<file path="src/rtl/ll_walker.sv">
// Walks linked lists through a runtime-writable next-pointer table and emits each node in order.
// First node valid one cycle after head acceptance, one node per cycle; outputs hold while out_ptr_rdy_i is low.
module ll_walker #(
    parameter int N       = 256,
    parameter int W_PTR   = $clog2(N),
    parameter int MAX_LEN = N - 1,
    parameter int W_CNT   = $clog2(MAX_LEN),
    parameter int NO_GAP  = 0
) (
    input  logic             clk,
    input  logic             rst,
    input  logic             wr_en_i,
    input  logic [W_PTR-1:0] wr_addr_i,
    input  logic [W_PTR-1:0] wr_data_i,
    input  logic [W_PTR-1:0] start_i,
    input  logic             start_vld_i,
    output logic             start_rdy_o,
    output logic [W_PTR-1:0] out_ptr_o,
    output logic             out_ptr_vld_o,
    input  logic             out_ptr_rdy_i,
    output logic [W_CNT-1:0] out_idx_o,
    output logic             out_last_o,
    output logic             err_loop_o
);

    localparam logic [0:0] S_IDLE = 1'b0;
    localparam logic [0:0] S_WALK = 1'b1;

    logic [W_PTR-1:0] tbl_q [N];
    logic [0:0]       state_q, state_d;
    logic [W_PTR-1:0] ptr_q, ptr_d;
    logic [W_CNT-1:0] idx_q, idx_d;
    logic             err_q, err_d;

    logic [W_PTR-1:0] nxt;
    logic             vld;
    logic             at_lim;
    logic             last;
    logic             xfer;
    logic             accept;
    logic             head_live;

    // Table reads see the pre-write value in the write cycle, so a write to the
    // current node only affects the walk from the following edge.
    always_ff @(posedge clk or posedge rst) begin
        if (rst) begin
            for (int i = 0; i < N; i++) begin
                tbl_q[i] <= '0;
            end
        end else if (wr_en_i) begin
            tbl_q[wr_addr_i] <= wr_data_i;
        end
    end

    assign vld       = (state_q == S_WALK);
    assign nxt       = tbl_q[ptr_q];
    assign at_lim    = (idx_q == W_CNT'(MAX_LEN - 1));
    assign last      = vld & ((nxt == '0) | at_lim);
    assign xfer      = vld & out_ptr_rdy_i;
    assign head_live = (start_i != '0);

    generate
        if (NO_GAP != 0) begin : g_chain
            assign start_rdy_o = ~vld | (out_ptr_rdy_i & last);
        end else begin : g_gap
            assign start_rdy_o = ~vld;
        end
    endgenerate

    assign accept = start_vld_i & start_rdy_o;

    always_comb begin
        state_d = state_q;
        ptr_d   = ptr_q;
        idx_d   = idx_q;
        err_d   = 1'b0;
        case (state_q)
            S_IDLE: begin
                if (accept && head_live) begin
                    state_d = S_WALK;
                    ptr_d   = start_i;
                    idx_d   = '0;
                end
            end
            S_WALK: begin
                if (xfer) begin
                    if (!last) begin
                        ptr_d = nxt;
                        idx_d = idx_q + W_CNT'(1);
                    end else begin
                        err_d = at_lim & (nxt != '0);
                        // accept can only be high here when chaining is enabled
                        if (accept && head_live) begin
                            ptr_d = start_i;
                            idx_d = '0;
                        end else begin
                            state_d = S_IDLE;
                        end
                    end
                end
            end
            default: state_d = S_IDLE;
        endcase
    end

    always_ff @(posedge clk or posedge rst) begin
        if (rst) begin
            state_q <= S_IDLE;
            ptr_q   <= '0;
            idx_q   <= '0;
            err_q   <= 1'b0;
        end else begin
            state_q <= state_d;
            ptr_q   <= ptr_d;
            idx_q   <= idx_d;
            err_q   <= err_d;
        end
    end

    assign out_ptr_o     = ptr_q;
    assign out_ptr_vld_o = vld;
    assign out_idx_o     = idx_q;
    assign out_last_o    = last;
    assign err_loop_o    = err_q;

endmodule

</file>
<file path="config.mk">
export PLATFORM = sky130hd
export DESIGN_NAME = ll_walker
export DESIGN_NICKNAME = d
export VERILOG_FILES = /design/src/rtl/ll_walker.sv
export SDC_FILE = /design/constraint.sdc
export NUM_CORES = 2
export LEC_CHECK = 0
export BUFFER_PORTS_ARGS = -buffer_cell sky130_fd_sc_hd__clkbuf_2
export CAP_MARGIN = 0
export CORE_ASPECT_RATIO = 0.6
export CORE_UTILIZATION = 30
export DETAILED_ROUTE_END_ITERATION = 8
export MAX_ROUTING_LAYER = met4
export SYNTH_ARGS = -nofsm -noshare
export SYNTH_HDL_FRONTEND = slang
export SYNTH_SLANG_ARGS = --single-unit
</file>
<file path="constraint.sdc">
create_clock -name clk -period 145.7 [get_ports clk]
set_clock_uncertainty 0.05 [all_clocks]
set_input_delay 36.425 -clock clk [delete_from_list [all_inputs] [get_ports clk]]
set_output_delay 36.425 -clock clk [all_outputs]
set_load 0.02 [all_outputs]
</file>
## Word-level counts from Yosys, hierarchy flattened

Cells that the tools add are included.

- Bits in registers: 2066
- Latch bits: 0
- RAM bits: 0
- Memory bits (read-only): 0
- Bits of input ports: 29
- Output and inout bits: 20
- Word-level logic and storage cells: 300
- Memories: 0

- Add/sub/neg operators: 1
- Multipliers: 0
- Div/mod/pow operators: 0
- $lt $le $gt $ge: 3
- Equal/unequal tests: 2
- Shift operators: 0
- Muxes and demuxes: 21
- Bitwise logic cells: 8
- Reduce and logical (&&, ||, !) cells: 5

Operator list:

| cell | number |
|---|---|
| bitwise mux 2048 bit | 1 |
| 2-to-1 mux 8 bit | 9 |
| binary-select mux 8 bit (select 8 bit) | 1 |
| demux 8 bit (select 8 bit) | 1 |
| one-hot mux 8 bit (2 select lines) | 2 |
| >= comparator 9 bit (second input constant) | 2 |
| NOT 8 -> 9 bit | 2 |
| nonzero test 8 bit | 2 |
| < comparator 9 x 1 -> 1 bit (second input constant) | 1 |
| adder 8 x 1 -> 8 bit (second input constant) | 1 |
| == test 8 bit (second input constant) | 1 |
| logical NOT 8 bit | 1 |
| 2-to-1 mux 1 bit | 6 |
| bitwise AND 1 bit | 4 |
| logical AND 1 bit | 2 |
| != test 2 x 1 -> 1 bit (second input constant) | 1 |
| one-hot mux 1 bit (2 select lines) | 1 |
| NOT 1 bit | 1 |
| bitwise OR 1 bit | 1 |

## Depth between registers and ports, before layout

- Word-level depth: 10
- Gate-level depth with buffers: 17
- Gate-level depth less buffers: 10

## Least setup slack after synthesis

Ideal clock, no wire load.

- Path type: reg2out
- From: register ptr_q[2] (netlist: out_ptr_o[2])
- To: output port out_last_o
- Arrival time: 3253 ps
- Required time: 109225 ps
- Slack: 105972 ps
- Cell stages (with the launch flop): 15
- Buffers on the path: 5
- Cell sequence: dfrtp_1 -> buf_2 -> buf_2 -> buf_2 -> buf_2 -> buf_2 -> mux4_2 -> a22oi_1 -> a21oi_1 -> nor4_1 -> o221ai_1 -> o311ai_2 -> nand4_2 -> o21ai_2 -> and2_1

- Longest elaborated chain between the ends: 7

Ends and longest elaborated chain:

| element | line | source |
|---|---|---|
| start, declared | 31 | `logic [W_PTR-1:0] ptr_q, ptr_d;` |
| start signal, assigned | 114 | `ptr_q <= ptr_d;` |
| NOT 8 -> 9 bit (not written as such) | 56 | `assign nxt = tbl_q[ptr_q];` |
| binary-select mux 8 bit (select 8 bit) | 56 |  |
| 2-to-1 mux 8 bit (not written as such) (2 in series) | 56 |  |
| logical NOT 8 bit | 58 | `assign last = vld & ((nxt == '0) \| at_lim);` |
| bitwise OR 1 bit | 58 |  |
| bitwise AND 1 bit | 58 |  |
| end, declared | 22 | `output logic out_last_o,` |

No other way between the ends. The select of a mux whose other input is x is not followed.

## Worst setup path after layout

- From: register ptr_q[0] (netlist: out_ptr_o[0])
- To: output port out_last_o

The elaborated chain is that of the path after synthesis.

==> flow_summary.ini <==
[final_layout]
utilization_pct = 33.75
drive_gt1_share_pct = 48.53
ff_latch_area_sq_um = 51710
multiInputGateArea_sq_um = 40360
fin_nets = 6105
fillers = 29716
layout-area-overhead-vs-synth_pct = 11.40

[detailed_routing]
routed_wl_um = 286000
viasPerCell = 5.464
drt-pass1-iter-count = 7
routed-via-count = 56741
drc = 0
wl_per_cell_um = 27.54
postRouteAntennaNets = 0
drtIter0Drc = 5817

[logic_synthesis]
syn_area_per_cell_sq_um = 15.25
synth-edff-count = 0
synth_top_cells_by_count = 2071 x mux2_2, 2066 x dfrtp_1, 440 x mux4_2, 306 x clkbuf_1, 222 x nor2_1
yosysSeqAreaShare_pct = 54.94
post-synth-top-area-fraction_pct = 54.94
synthArstFlopShare_pct = 100.0
synth_nets = 6202
ys_types = 65
syn_inst = 6171
synth_most_common_cell = mux2_2
synth_top_area_cell = dfrtp_1
synth_area_sq_um = 94100
yosys_warnings = 0
synth_flop_cell = dfrtp_1
synth.area.top_cells = dfrtp_1 55%, mux2_2 25%, mux4_2 11%
ys_ff_latch = 2066

[worst_setup_path]
critPathKind = flip-flop to output pin
crit_slowest_cell = dfrtp_4
cp-start-kind = flip-flop
crit_arrival_ps = 8390
max_stage_delay_ps = 790
end_kind = output pin
worst-path-buf-inv = 5
cp_top_family = buffers and inverters
path_cells = buf_4 -> buf_12 -> buf_4 -> buf_4 -> mux4_2 -> a22o_1 -> a221oi_1 -> o22ai_1 -> nor3_1 -> or4_1 -> nand4_2 -> o21ai_2 -> and2_1 -> clkbuf_2
critical_path_required_ps = 109230
critPathMaxFanout = 79
crit_top_cell = buf_4

[floorplanning]
start_util_pct = 30.30
die_y_um = 435.8
dieArea_sq_um = 316000
rows = 158
fp.coreArea_sq_um = 310600
io_pins = 49
die_w_um = 725.0

[clocking]
htree_levels = 4
cts_buffer_depth = 4
numClockSinks = 2066
clk_latency_ps = 870
cts.repair.resized = 0
cts.hold.buffers_added = 0
cts_setup_buffers = 0
cts-buffers-inserted = 190
root_buffer = clkbuf_16
clkTransAtPathRegs_ps = 70
cts_tree = built

[sta]
holdWs_ps = 449.7
setup_violations = 0
fin_crit_sh_pct = 30.79
clock.fmax_mhz = 22.29
maxSlewHeadroom_pct = 4.218
fin_tns_setup_ps = 0
period_minus_slack_ps = 44870
hold_viol = 0
rsz0062_at_grt = no
finalMaxSlewViolations = 0
tightest_slew_ps = 1426

[place]
hpwl_um = 187500
io_buffer_count = 48
routabilityCongestion = 0.9001

[pwr]
power.leakage_nw = 48.85
vdd_drop_max_mv = 0.01523
p_per_area_nw_per_um2 = 14.79

[grt]
grt_max_degree = 175
grt_usage_pct = 18.35
grt_overflow = 0
antenna_found_initial = 14
grt_pass1_vias = 57910
grt_pass1_wl_um = 421000

[status]
outcome = complete, no violations

[min_path]
hold_class = flip-flop to flip-flop

[job]
drv_cap = 0
per-layer routing:
layer | routed length (um) | vias to the layer above | GRT usage (%)
li1 | - | 22868 | -
met1 | 138300 | 31432 | 28.11
met2 | 111100 | 2090 | 22.76
met3 | 31030 | 351 | 6.465
met4 | 5465 | 0 | 3.581
met5 | 0 | - | -
where the power goes:
| part | switching [W] | total (W) | internal, W |
|---|---|---|---|
| registers | 0.0000274 | 0.000630 | 0.000603 |
| logic | 0.000265 | 0.000406 | 0.000141 |
| clock network | 0.000229 | 0.000514 | 0.000285 |
placed cells by master, fill, tap and decap left out, types with 10 or more instances in the layout:
| cell | count |
|---|---|
| o221ai_1 | 10 |
| a22oi_1 | 90 |
| clkbuf_8 | 54 |
| clkbuf_2 | 40 |
| nand2_1 | 184 |
| bufinv_16 | 11 |
| nor3_1 | 32 |
| nor4_1 | 16 |
| a31oi_1 | 16 |
| clkbuf_1 | 37 |
| clkinv_2 | 32 |
| mux2_2 | 2071 |
| nor2b_1 | 29 |
| clkbuf_16 | 191 |
| a221oi_1 | 26 |
| a211oi_1 | 13 |
| mux4_2 | 440 |
| o22ai_1 | 60 |
| nand3_1 | 41 |
| a22o_1 | 31 |
| o21ai_0 | 10 |
| nand2b_1 | 15 |
| buf_4 | 109 |
| mux2i_1 | 171 |
| dfrtp_1 | 2061 |
| a21oi_1 | 51 |
| nor2_1 | 216 |
kinds of logic (layout without fill, tap and decap cells):
kind of cell             after synthesis  in the layout  share of synthesized area [%]
multiplexers                        2682           2682                          37.13
flip-flops                          2066           2066                          54.94
AND/OR/NAND/NOR                      599            599                          2.848
buffers and inverters                465            509                          2.270
AO/OA/AOI/OAI                        357            357                          2.783
adder cells (fa/ha/maj)                2              2                        0.02659
other                                  0              9                              0
registers in the layout (all words and copies together) (netlist names):
signal,flops
out_ptr_vld_o,1
tbl_q,2048
err_loop_o,1
out_ptr_o,8
out_idx_o,8
final timing paths:
path                               from      endpoint  slack [ps]  cells after the start
max in group asynchronous           rst   tbl_q[1073]      102850                      9
setup / recovery           out_ptr_o[0]    out_last_o      100830                     14
hold reg to reg             tbl_q[1183]   tbl_q[1183]         450                      1
setup reg to reg           out_ptr_o[0]  out_ptr_o[0]      137380                     14
min in group asynchronous           rst     tbl_q[86]       35640                      2
hold / removal              tbl_q[1183]   tbl_q[1183]         450                      1
through the flow:
step / power [W] / instance area, sq um / instances / setup WS [ps]
after floorplan: 0.0008948 / 94100 / 6171 / 50870
after global placement: 0.001034 / 98560 / 10038 / 101820
after detailed placement: 0.001040 / 98610 / 10042 / 101760
after CTS: 0.001552 / 104800 / 10375 / 100920
after global routing: 0.001604 / 104800 / 10382 / 100330
final: 0.001551 / 104800 / 10384 / 100830
area by class of cell:
cell class,count,area share [%]
Timing Repair Buffer,165,1.231
Tap cell,4160,4.965
Inverter,11,0.04655
Clock inverter,58,0.5956
Clock buffer,275,5.309
Sequential cell,2066,49.33
Multi-Input combinational cell,3640,38.50
Antenna cell,9,0.02148
worst reg2reg max path: stages (launching register included):
cell and delay (ps):
dfrtp_4 790, buf_4 630, buf_12 560, buf_4 890
buf_4 720, mux4_2 610, a22o_1 200, a221oi_1 570
o22ai_1 180, nor3_1 660, or4_1 280, nand4_2 510
o21a_4 590, nor2_4 630, a221oi_2 260
No activity file was read; power rests on OpenSTA's default activity.
